`src/rtl/mips_pkg.sv`:
```
// Shared definitions for the ID/EX issue stage: ALU opcodes, default widths,
// the EX control record and an opcode classification helper.
package mips_pkg;

   localparam int DW_DEF = 32;
   localparam int RW_DEF = 5;
   localparam int unsigned REG_ZERO = 0;

   localparam logic [2:0] ALU_AND  = 3'b000;
   localparam logic [2:0] ALU_OR   = 3'b001;
   localparam logic [2:0] ALU_ADD  = 3'b010;
   localparam logic [2:0] ALU_LUI  = 3'b011;
   localparam logic [2:0] ALU_RSV0 = 3'b100;
   localparam logic [2:0] ALU_RSV1 = 3'b101;
   localparam logic [2:0] ALU_SUB  = 3'b110;
   localparam logic [2:0] ALU_SLT  = 3'b111;

   typedef struct packed {
      logic       valid;
      logic [2:0] alu_op;
      logic       use_imm;
      logic       reg_write;
      logic       mem_read;
      logic       mem_write;
      logic       illegal;
   } ex_ctrl_t;

   function automatic logic is_reserved(input logic [2:0] op);
      return (op == ALU_RSV0) || (op == ALU_RSV1);
   endfunction

endpackage

```
`src/rtl/id_ex_stage_fwd_mux.sv`:
```
// Operand bypass selector: EX/MEM result beats MEM/WB result beats the
// register-file value; register $0 always reads its file value.
module fwd_mux
   import mips_pkg::*;
#(
   parameter int DW = DW_DEF,
   parameter int RW = RW_DEF
) (
   input  logic [RW-1:0] addr,
   input  logic [DW-1:0] rf_val,
   input  logic          exm_reg_write,
   input  logic [RW-1:0] exm_rd,
   input  logic [DW-1:0] exm_result,
   input  logic          mw_reg_write,
   input  logic [RW-1:0] mw_rd,
   input  logic [DW-1:0] mw_result,
   output logic [DW-1:0] val
);

   always_comb begin
      val = rf_val;
      if (addr != RW'(REG_ZERO)) begin
         if (exm_reg_write && (exm_rd == addr))
            val = exm_result;
         else if (mw_reg_write && (mw_rd == addr))
            val = mw_result;
      end
   end

endmodule

```
`src/rtl/id_ex_stage.sv`:
```
// ID/EX pipeline register with load-use bubble insertion and combinational
// operand forwarding applied to the captured instruction while it sits in EX.
module id_ex_stage
   import mips_pkg::*;
#(
   parameter int DW = DW_DEF,
   parameter int RW = RW_DEF
) (
   input  logic          clk,
   input  logic          rst_n,
   input  logic          id_valid,
   input  logic [2:0]    id_alu_op,
   input  logic [RW-1:0] id_rs_addr,
   input  logic [RW-1:0] id_rt_addr,
   input  logic [RW-1:0] id_rd_addr,
   input  logic [DW-1:0] id_rs_val,
   input  logic [DW-1:0] id_rt_val,
   input  logic [DW-1:0] id_imm,
   input  logic          id_use_imm,
   input  logic          id_reg_write,
   input  logic          id_mem_read,
   input  logic          id_mem_write,
   input  logic          flush,
   input  logic          mem_stall,
   input  logic          exm_reg_write,
   input  logic [RW-1:0] exm_rd,
   input  logic [DW-1:0] exm_result,
   input  logic          mw_reg_write,
   input  logic [RW-1:0] mw_rd,
   input  logic [DW-1:0] mw_result,
   output logic          id_stall,
   output logic          ex_valid,
   output logic [2:0]    ex_alu_op,
   output logic [DW-1:0] ex_op_a,
   output logic [DW-1:0] ex_op_b,
   output logic [DW-1:0] ex_store_data,
   output logic [RW-1:0] ex_rd,
   output logic          ex_reg_write,
   output logic          ex_mem_read,
   output logic          ex_mem_write,
   output logic          ex_illegal
);

   ex_ctrl_t      ctrl_reg;
   ex_ctrl_t      ctrl_next;
   logic [RW-1:0] rs_addr_reg;
   logic [RW-1:0] rt_addr_reg;
   logic [RW-1:0] rd_reg;
   logic [DW-1:0] rs_val_reg;
   logic [DW-1:0] rt_val_reg;
   logic [DW-1:0] imm_reg;
   logic          illegal_next;
   logic          load_use;

   logic [RW-1:0] src_addr [2];
   logic [DW-1:0] src_val  [2];
   logic [DW-1:0] fwd_val  [2];

   // Reserved opcodes still enter EX, but must never write or touch memory.
   always_comb begin
      illegal_next        = id_valid & is_reserved(id_alu_op);
      ctrl_next           = '0;
      ctrl_next.valid     = id_valid;
      ctrl_next.alu_op    = id_alu_op;
      ctrl_next.use_imm   = id_use_imm;
      ctrl_next.reg_write = id_valid & id_reg_write & ~illegal_next;
      ctrl_next.mem_read  = id_valid & id_mem_read & ~illegal_next;
      ctrl_next.mem_write = id_valid & id_mem_write & ~illegal_next;
      ctrl_next.illegal   = illegal_next;
   end

   assign load_use = ctrl_reg.valid & ctrl_reg.mem_read & id_valid &
                     (rd_reg != RW'(REG_ZERO)) &
                     ((rd_reg == id_rs_addr) | ((rd_reg == id_rt_addr) & ~id_use_imm));

   assign id_stall = load_use | mem_stall;

   always_ff @(posedge clk) begin
      if (!rst_n) begin
         ctrl_reg    <= '0;
         rs_addr_reg <= '0;
         rt_addr_reg <= '0;
         rd_reg      <= '0;
         rs_val_reg  <= '0;
         rt_val_reg  <= '0;
         imm_reg     <= '0;
      end else if (mem_stall) begin
         ctrl_reg <= ctrl_reg;
      end else if (flush || load_use) begin
         ctrl_reg    <= '0;
         rs_addr_reg <= '0;
         rt_addr_reg <= '0;
         rd_reg      <= '0;
         rs_val_reg  <= '0;
         rt_val_reg  <= '0;
         imm_reg     <= '0;
      end else begin
         ctrl_reg    <= ctrl_next;
         rs_addr_reg <= id_rs_addr;
         rt_addr_reg <= id_rt_addr;
         rd_reg      <= id_rd_addr;
         rs_val_reg  <= id_rs_val;
         rt_val_reg  <= id_rt_val;
         imm_reg     <= id_imm;
      end
   end

   assign src_addr[0] = rs_addr_reg;
   assign src_addr[1] = rt_addr_reg;
   assign src_val[0]  = rs_val_reg;
   assign src_val[1]  = rt_val_reg;

   generate
      for (genvar gi = 0; gi < 2; gi++) begin : g_fwd
         fwd_mux #(.DW(DW), .RW(RW)) u_fwd (
            .addr          (src_addr[gi]),
            .rf_val        (src_val[gi]),
            .exm_reg_write (exm_reg_write),
            .exm_rd        (exm_rd),
            .exm_result    (exm_result),
            .mw_reg_write  (mw_reg_write),
            .mw_rd         (mw_rd),
            .mw_result     (mw_result),
            .val           (fwd_val[gi])
         );
      end
   endgenerate

   assign ex_valid      = ctrl_reg.valid;
   assign ex_alu_op     = ctrl_reg.alu_op;
   assign ex_rd         = rd_reg;
   assign ex_reg_write  = ctrl_reg.reg_write;
   assign ex_mem_read   = ctrl_reg.mem_read;
   assign ex_mem_write  = ctrl_reg.mem_write;
   assign ex_illegal    = ctrl_reg.illegal;
   assign ex_op_a       = fwd_val[0];
   assign ex_store_data = fwd_val[1];
   assign ex_op_b       = ctrl_reg.use_imm ? imm_reg : fwd_val[1];

endmodule
```
`config.mk`:
```
export PLATFORM = sky130hd
export DESIGN_NAME = id_ex_stage
export DESIGN_NICKNAME = d
export VERILOG_FILES = /design/src/rtl/mips_pkg.sv /design/src/rtl/id_ex_stage_fwd_mux.sv /design/src/rtl/id_ex_stage.sv
export SDC_FILE = /design/constraint.sdc
export NUM_CORES = 1
export LEC_CHECK = 0
export ABC_AREA = 1
export CAP_MARGIN = 20
export CORE_ASPECT_RATIO = 1.25
export CORE_MARGIN = 10
export CORE_UTILIZATION = 23
export CTS_CLUSTER_SIZE = 24
export DETAILED_ROUTE_END_ITERATION = 7
export PLACE_DENSITY = 0.5
export SLEW_MARGIN = 15
export SYNTH_ARGS = -nofsm -noshare
export SYNTH_HDL_FRONTEND = slang
export SYNTH_SLANG_ARGS = --single-unit
```
`constraint.sdc`:
```
create_clock -name clk -period 3.57 [get_ports clk]
set_clock_uncertainty 0.05 [all_clocks]
set_input_delay 0.5355 -clock clk [delete_from_list [all_inputs] [get_ports clk]]
set_output_delay 0.5355 -clock clk [all_outputs]
set_load 0.02 [all_outputs]
```
==> results of run 1 <==
cell usage after synthesis (2+ instances only):
cell        n  area (µm²)
o21ai_1     4        20.0
o22ai_1     2        12.5
inv_1      97         364
clkbuf_2    2        10.0
xnor2_1     2        17.5
buf_4       4        30.0
xor2_1      2        17.5
nand2_2     2        12.5
nand4_1   123         769
nand2_1   310        1160
nor2_1    242         908
o21ai_0    64         320
dfxtp_1   120        2400
nand3_1    40         200
buf_2      29         145
buf_6       6        67.6
and2_1     30         188
clkbuf_1   55         206
inv_2       3        11.3
a21oi_1   123         616
buf_1      10        37.5
cell usage in the layout, fill, tap and decap left out, types with 2 or more instances in the layout:
| cell | instances |
|---|---|
| xor2_1 | 2 |
| clkinv_4 | 2 |
| nand4_1 | 123 |
| nor2_1 | 241 |
| inv_6 | 3 |
| nor2_2 | 2 |
| a21oi_1 | 123 |
| diode_2 | 9 |
| nand2_1 | 309 |
| nand3_2 | 3 |
| o22ai_1 | 2 |
| clkdlybuf4s50_1 | 253 |
| inv_2 | 3 |
| clkinv_2 | 2 |
| dfxtp_1 | 119 |
| nand3_1 | 38 |
| inv_4 | 3 |
| o21ai_0 | 64 |
| buf_4 | 24 |
| inv_1 | 94 |
| nand2_2 | 2 |
| xnor2_1 | 2 |
| buf_12 | 8 |
| clkbuf_16 | 17 |
| bufinv_16 | 2 |
| clkinvlp_4 | 5 |
| and2_1 | 30 |
| dlymetal6s2s_1 | 48 |
| o21ai_1 | 4 |
metrics by stage:
stage                     area [µm²]  instances  total power [mW]
after global routing           11700       1962              4.25
after global placement         11000       1923              2.37
after floorplan                 7600       1277              1.86
after detailed placement       11000       1923              2.37
final                          11700       1963              4.08
after CTS                      11600       1954              4.14
cell families after synthesis:
logic type	after synthesis	synth area share [%]
AND/OR/NAND/NOR	752	43.3
buffers and inverters	206	11.5
AO/OA/AOI/OAI	195	13.1
flip-flops	120	31.6
XOR/XNOR	4	0.461
worst min-delay path: cells and delay by family (launching register included):
kind | cells | cell delay [ps]
AO/OA/AOI/OAI | 1 | 50
AND/OR/NAND/NOR | 1 | 60
flip-flops | 1 | 310
power by group through the flow:
stage | registers, mW | logic (mW) | clock network, mW
global route | 1.43 | 0.983 | 1.84
detailed placement | 1.46 | 0.916 | 0
global placement | 1.45 | 0.916 | 0
finish | 1.43 | 0.908 | 1.74
floorplan | 1.45 | 0.418 | 0
CTS | 1.43 | 0.922 | 1.79
layer usage:
layer | global-route usage, % | routed length (µm) | part of all wire [%] | vias to the layer above
met3 | 4.39 | 2650 | 6.7 | 39
met2 | 32.1 | 19900 | 50 | 309
met1 | 22.0 | 16300 | 41 | 4370
met4 | 6.23 | 828 | 2.1 | 4
li1 | - | - | - | 4654
met5 | 0 | 20 | 0.050 | -
area by class of cell:
type / instances / area (µm²) / area share, %
clock inverters: 14 / 151 / 1.29
inverters: 100 / 383 / 3.26
diodes: 9 / 22.5 / 0.192
multi-input cells: 951 / 4340 / 37.0
repair buffers: 334 / 3480 / 29.7
flip-flops and latches: 120 / 2400 / 20.5
clock buffers: 17 / 425 / 3.63
well taps: 418 / 523 / 4.46
final timing paths:
check	from	cells past startpoint	end	slack [ps]
worst max-delay path	mw_rd[3]	9	ex_op_a[8]	110
worst max register to register	ex_rd[4]	9	rt_val_reg[11]	1570
worst min register to register	rt_val_reg[27]	2	rt_val_reg[27]	410
worst min-delay path	rt_val_reg[27]	2	rt_val_reg[27]	410
what timing repair did:
item | 4_1_cts | 5_1_grt
hold buffers | 0 | 0
resized for setup | 0 | 51
setup endpoints to repair | 0 | 49
==> results.json, run 1 <==
{
  "timing.setup.tns_ps": 0,
  "hold_viol": 0,
  "critPathMaxFanout": 21,
  "path_class": "in -> out",
  "num_vias": 9376,
  "cts_tree": "built",
  "ys_types": 28,
  "drt_pass1_iterations": 5,
  "synth_edf_count": 0,
  "timing.hold.ws_ps": 415,
  "avgSynthCellArea_um2": 5.95,
  "switchingPower_mw": 1.23,
  "synth-seq-cells": 120,
  "ir_worst_vdd_mv": 0.242,
  "wl_um": 39700,
  "cts_buffers": 17,
  "clkPwrFrac_pct": 42.8,
  "core_mm2": 0.0327,
  "critPathArrivalTime_ps": 2870,
  "fin_crit_ps": 3460,
  "clock_latency_ps": 430,
  "cp_slowest_stage_delay_ps": 640,
  "swShare_pct": 30.2,
  "synth_warnings": 0,
  "grt_max_degree": 121,
  "grt_usage_pct": 18.6,
  "power_frac_comb_pct": 22.3,
  "yosys_most_used_dff": "dfxtp_1",
  "crit_path_top_delay_cell": "clkdlybuf4s50_1",
  "critPathBufInv": 3,
  "drt_iter0_drc": 605,
  "path_delay_family": "buffers and inverters",
  "fin_util_pct": 35.9,
  "io_pins": 309,
  "gp_congestion": 0.860,
  "hold_class": "reg -> reg",
  "fin_nets": 1723,
  "dieArea_mm2": 0.0407,
  "rows": 74,
  "tightest_slew_ps": 724,
  "h-tree-depth": 4,
  "io_buffers": 308,
  "wire_per_inst_um": 20.2,
  "leakage_nw": 5.47,
  "die_h_um": 223,
  "die_w_um": 183,
  "routed_via_density": 4.78,
  "endpoint_kind": "output pin",
  "cts_buffer_depth": 2,
  "syn_nets": 1476,
  "power_frac_seq_pct": 35.0,
  "drc": 0,
  "slew_headroom_pct": 51.7,
  "drive_gt1_share_pct": 5.27,
  "cts.clk_slew.worst_paths_ps": 60,
  "grt_first_pass_wirelength_um": 58700,
  "powerDensity_mw_per_mm2": 347,
  "fillers": 3621,
  "start_util_pct": 23.2,
  "grt_pass1_vias": 9189,
  "syn_to_final_growth_pct": 54.5,
  "dp_hpwl_um": 28600,
  "intPower_mw": 2.85,
  "setup_viol": 0,
  "crit_chain": "clkdlybuf4s50_1, or2_0, a21oi_1, nand3_2, a21boi_4, buf_12, nor2_1, nor2_1, clkdlybuf4s50_1",
  "cts.sinks": 120,
  "post_cts_buffers": 0,
  "rsz0062_at_grt": "false",
  "yosysSeqAreaShare_pct": 31.6,
  "syn_area_mm2": 0.00760,
  "slew_viol_final": 0,
  "ant_nets": 0,
  "cts-root-buf": "clkbuf_16",
  "grt-ovfl-total": 0,
  "start_kind": "primary input",
  "syn_inst": 1277,
  "run_status": "completed",
  "fmax_mhz": 289,
  "antenna_found_initial": 11,
  "cp.required_ps": 2980,
  "fin_ws_ps": 110,
  "final.period_utilization_pct": 96.9,
  "dp_slack_ps": 72.3,
  "maxCapViolations": 0,
  "synthArstFlopShare_pct": 0
}
(Power assumes the default switching activity.)
==> run 2: changes to the inputs <==
Settings changed: CORE_ASPECT_RATIO 1.25 to 0.9, SETUP_SLACK_MARGIN from default to 0.05.
==> run 2 against run 1 <==
Against the previous run:
- routed wire length decreased by 1.3%
- die area about the same
- register-to-register slack improved by 100 ps
- cell area grew 0.43%
- highest routed layer unchanged
==> results.json, run 2 (synthesized netlist as in run 1, its figures left out) <==
{
  "run_status": "completed",
  "ant_nets": 0,
  "timing.setup.tns_ps": 0,
  "cp.required_ps": 2980,
  "critPathArrivalTime_ps": 2840,
  "die_h_um": 192,
  "drc": 0,
  "ir_worst_vdd_mv": 0.322,
  "leakage_nw": 5.81,
  "drive_gt1_share_pct": 5.08,
  "fin_nets": 1721,
  "final.period_utilization_pct": 95.8,
  "timing.hold.ws_ps": 411,
  "maxCapViolations": 0,
  "fin_crit_ps": 3420,
  "gp_congestion": 0.859,
  "path_class": "in -> out",
  "critPathMaxFanout": 64,
  "grt_pass1_vias": 9285,
  "syn_to_final_growth_pct": 55.1,
  "power_frac_comb_pct": 22.4,
  "tightest_slew_ps": 1150,
  "cts.clk_slew.worst_paths_ps": 50,
  "post_cts_buffers": 0,
  "fmax_mhz": 292,
  "dp_slack_ps": 103,
  "wl_um": 39200,
  "hold_class": "reg -> reg",
  "slew_headroom_pct": 23.4,
  "intPower_mw": 2.84,
  "cts-root-buf": "clkbuf_16",
  "cts_buffers": 17,
  "grt_first_pass_wirelength_um": 58300,
  "die_w_um": 212,
  "grt-ovfl-total": 0,
  "core_mm2": 0.0328,
  "h-tree-depth": 4,
  "cts.sinks": 120,
  "io_buffers": 308,
  "setup_viol": 0,
  "rsz0062_at_grt": "false",
  "antenna_found_initial": 5,
  "drt_pass1_iterations": 5,
  "swShare_pct": 29.5,
  "rows": 63,
  "power_frac_seq_pct": 35.4,
  "start_kind": "primary input",
  "io_pins": 309,
  "powerDensity_mw_per_mm2": 342,
  "wire_per_inst_um": 20.0,
  "dp_hpwl_um": 27900,
  "dieArea_mm2": 0.0407,
  "drt_iter0_drc": 569,
  "cts_tree": "built",
  "slew_viol_final": 0,
  "switchingPower_mw": 1.19,
  "hold_viol": 0,
  "cts_buffer_depth": 2,
  "final_common_cell": "nand2_1",
  "clock_latency_ps": 430,
  "endpoint_kind": "output pin",
  "regToRegSetupSlack_ps": 1670,
  "start_util_pct": 23.2,
  "final_cell_mix": "nand2_1 (309), nor2_1 (242), clkdlybuf4s50_1 (234), a21oi_1 (123), nand4_1 (123)",
  "grt_max_degree": 121,
  "grt_usage_pct": 18.8,
  "fin_ws_ps": 148,
  "clkPwrFrac_pct": 42.2,
  "num_vias": 9293,
  "routed_via_density": 4.74
}
-- run 2: final timing paths --
kind | from | end | depth (start not counted)
setup / recovery | exm_rd[0] | ex_store_data[24] | 12
hold / removal | imm_reg[8] | imm_reg[8] | 2
setup reg to reg | ex_rd[3] | ctrl_reg[4] | 10
hold reg to reg | imm_reg[8] | imm_reg[8] | 2
-- run 2: timing repair --
action	4_1_cts	5_1_grt
hold buffers	0	0
endpoints found under the setup margin	0	66
resized for setup	0	66
-- run 2: layer usage --
layer / global-route usage (%) / wire length, µm / vias up
met5: 0 / 34 / -
met4: 6.02 / 809 / 4
met3: 6.67 / 3320 / 40
met2: 30.2 / 17800 / 306
met1: 23.2 / 17200 / 4301
li1: - / - / 4642
-- run 2: worst max-delay path, cell delays in order --
cell             delay (ps)
clkdlybuf4s50_1         500
inv_1                    90
nand2_1                  70
nand2_1                  50
nor2_1                  120
nand3_2                 130
buf_12                  200
nor2_1                  140
nor2_1                   50
nand2_1                 120
and2_1                  130
clkdlybuf4s50_1         620
-- run 2: through the flow --
step	utilization (%)	std cells	cell area, µm²	total power, mW
floorplan	-	1277	7600	1.86
global placement	33.7	1925	11000	2.37
detailed placement	33.7	1925	11000	2.37
CTS	35.4	1957	11600	4.09
global route	35.9	1958	11800	4.22
finish	35.9	1962	11800	4.03
-- run 2: final cells by class --
| type | count | area [µm²] |
|---|---|---|
| Antenna cell | 5 | 12.5 |
| Clock buffer | 23 | 488 |
| Clock inverter | 9 | 72.6 |
| Fill cell | 3565 | 21000 |
| Inverter | 100 | 383 |
| Multi-Input combinational cell | 951 | 4340 |
| Sequential cell | 120 | 2400 |
| Tap cell | 422 | 528 |
| Timing Repair Buffer | 332 | 3560 |
-- run 2: power by group through the flow --
stage | clock, mW | combinational, mW | sequential (mW)
final | 1.70 | 0.903 | 1.43
after global routing | 1.80 | 0.984 | 1.43
after CTS | 1.75 | 0.923 | 1.43
after detailed placement | 0 | 0.917 | 1.45
after global placement | 0 | 0.917 | 1.45
after floorplan | 0 | 0.418 | 1.45
==> run 3: changes to the inputs <==
Settings changed: GPL_TIMING_DRIVEN from default to 0.
==> run 3 against run 2 <==
Against the previous run:
- setup slack improved by 31 ps
- worst hold slack better by 2.0 ps
- die area unchanged
- sequential cell count stayed put
- clock power grew 13%
- final cell count increased by 4.2%
- power grew 5.2%
- clock-buffer cell count shrank 5
==> results.json, run 3 (synthesized netlist as in run 1, its figures left out) <==
{
  "powerDensity_mw_per_mm2": 361,
  "routed_via_density": 4.68,
  "fin_area_mm2": 0.0117,
  "cts-root-buf": "clkbuf_16",
  "maxCapViolations": 0,
  "grt_max_degree": 17,
  "gp_congestion": 0.890,
  "cts_tree": "built",
  "dieArea_mm2": 0.0407,
  "critPathMaxFanout": 10,
  "num_vias": 9564,
  "regToRegSetupSlack_ps": 1380,
  "fmax_mhz": 295,
  "clock_latency_ps": 420,
  "fillers": 3664,
  "multi_input_area_mm2": 0.00434,
  "hold_viol": 0,
  "slew_headroom_pct": 39.7,
  "die_h_um": 192,
  "hold_class": "reg -> reg",
  "core_mm2": 0.0328,
  "io_pins": 309,
  "cts_buffer_depth": 2,
  "fin_nets": 1805,
  "cts_buffers": 17,
  "syn_to_final_growth_pct": 54.6,
  "drive_gt1_share_pct": 6.24,
  "wl_um": 40400,
  "ir_worst_vdd_mv": 0.304,
  "path_class": "in -> out",
  "cp_common_cell": "nand2_1",
  "tightest_slew_ps": 905,
  "rows": 63,
  "drc": 0,
  "dp_hpwl_um": 32400,
  "grt_pass1_vias": 9531,
  "cp_slowest_stage_delay_ps": 500,
  "drt_iter0_drc": 599,
  "cts.sinks": 120,
  "grt_usage_pct": 19.3,
  "cts.clk_slew.worst_paths_ps": 60,
  "slew_viol_final": 0,
  "wire_per_inst_um": 19.7,
  "final_cell_mix": "nand2_1 (310), nor2_1 (242), clkdlybuf4s50_1 (212), a21oi_1 (123), nand4_1 (123)",
  "drt_pass1_iterations": 5,
  "final.period_utilization_pct": 95.0,
  "ff_latch_area_mm2": 0.00240,
  "h-tree-depth": 4,
  "io_buffers": 308,
  "setup_viol": 0,
  "crit_path_top_delay_cell": "clkdlybuf4s50_1",
  "power_mw": 4.24,
  "dp_slack_ps": -378,
  "antenna_found_initial": 8,
  "leakage_nw": 5.10,
  "critPathArrivalTime_ps": 2810,
  "ant_nets": 0,
  "die_w_um": 212,
  "fin_ws_ps": 179,
  "grt-ovfl-total": 0,
  "final_common_cell": "nand2_1",
  "endpoint_kind": "output pin",
  "cp.required_ps": 2980,
  "rsz0062_at_grt": "false",
  "finalNonFillerCells": 2044,
  "post_dp_cell_area_mm2": 0.0112,
  "fin_crit_ps": 3390,
  "start_util_pct": 23.2,
  "crit_chain": "clkdlybuf4s50_1, inv_1, nand2_1, nand3_1, nor2_2, nand2_2, nand2_1, nand2_2, buf_2, nand2_1, nand3_1, nand2_1, dlygate4sd2_1",
  "place_inst": 2007,
  "start_kind": "primary input",
  "run_status": "completed",
  "grt_first_pass_wirelength_um": 59400
}
-- run 3: critical path, delay by kind of cell --
kind | cells | cell delay (ps)
buf+inv | 4 | 1170
simple gates | 9 | 1100
-- run 3: through the flow --
stage / TNS [ps] / hold slack (ps) / utilization (%)
floorplan: 0 / 386 / -
global placement: -9220 / 401 / 34.2
detailed placement: -11720 / 406 / 34.2
CTS: 0 / 414 / 35.9
global route: 0 / 430 / 35.8
finish: 0 / 413 / 35.8
-- run 3: final cells by class --
type / count / share of cell area (%)
Clock buffer: 18 / 3.74
Timing Repair Buffer: 311 / 25.1
Antenna cell: 3 / 0.0639
Tap cell: 422 / 4.50
Sequential cell: 120 / 20.5
Clock inverter: 14 / 1.67
Buffer: 105 / 4.24
Inverter: 100 / 3.22
Multi-Input combinational cell: 951 / 37.0
-- run 3: what timing repair did --
item / 4_1_cts / 5_1_grt
pin swaps: 1 / 0
hold buffers: 0 / 0
setup buffers: 3 / 0
resized for setup: 101 / 36
endpoints found under the hold margin: 0 / 0
endpoints found under the setup margin: 95 / 23
-- run 3: power by group --
group / total (mW) / switching, mW / internal (mW) / leakage [nW]
clock: 1.92 / 0.725 / 1.19 / 0.303
combinational: 0.893 / 0.495 / 0.398 / 3.82
sequential: 1.42 / 0.0337 / 1.39 / 0.979
total: 4.24 / 1.25 / 2.98 / 5.10
-- run 3: final timing paths --
check | end | cells past startpoint | start
max | ex_op_b[19] | 13 | mw_rd[0]
min reg2reg | rt_val_reg[20] | 2 | rt_val_reg[20]
max reg2reg | imm_reg[0] | 10 | ex_rd[3]
min | rt_val_reg[20] | 2 | rt_val_reg[20]
-- run 3: metal layers --
| layer | vias up | part of all wire (%) | wire length [µm] | track usage [%] |
|---|---|---|---|---|
| met3 | 22 | 9.1 | 3690 | 7.10 |
| met1 | 4381 | 45 | 18200 | 24.7 |
| met5 | - | 0.12 | 47 | 0 |
| li1 | 4813 | - | - | - |
| met2 | 340 | 45 | 18100 | 30.8 |
| met4 | 8 | 0.83 | 333 | 3.29 |
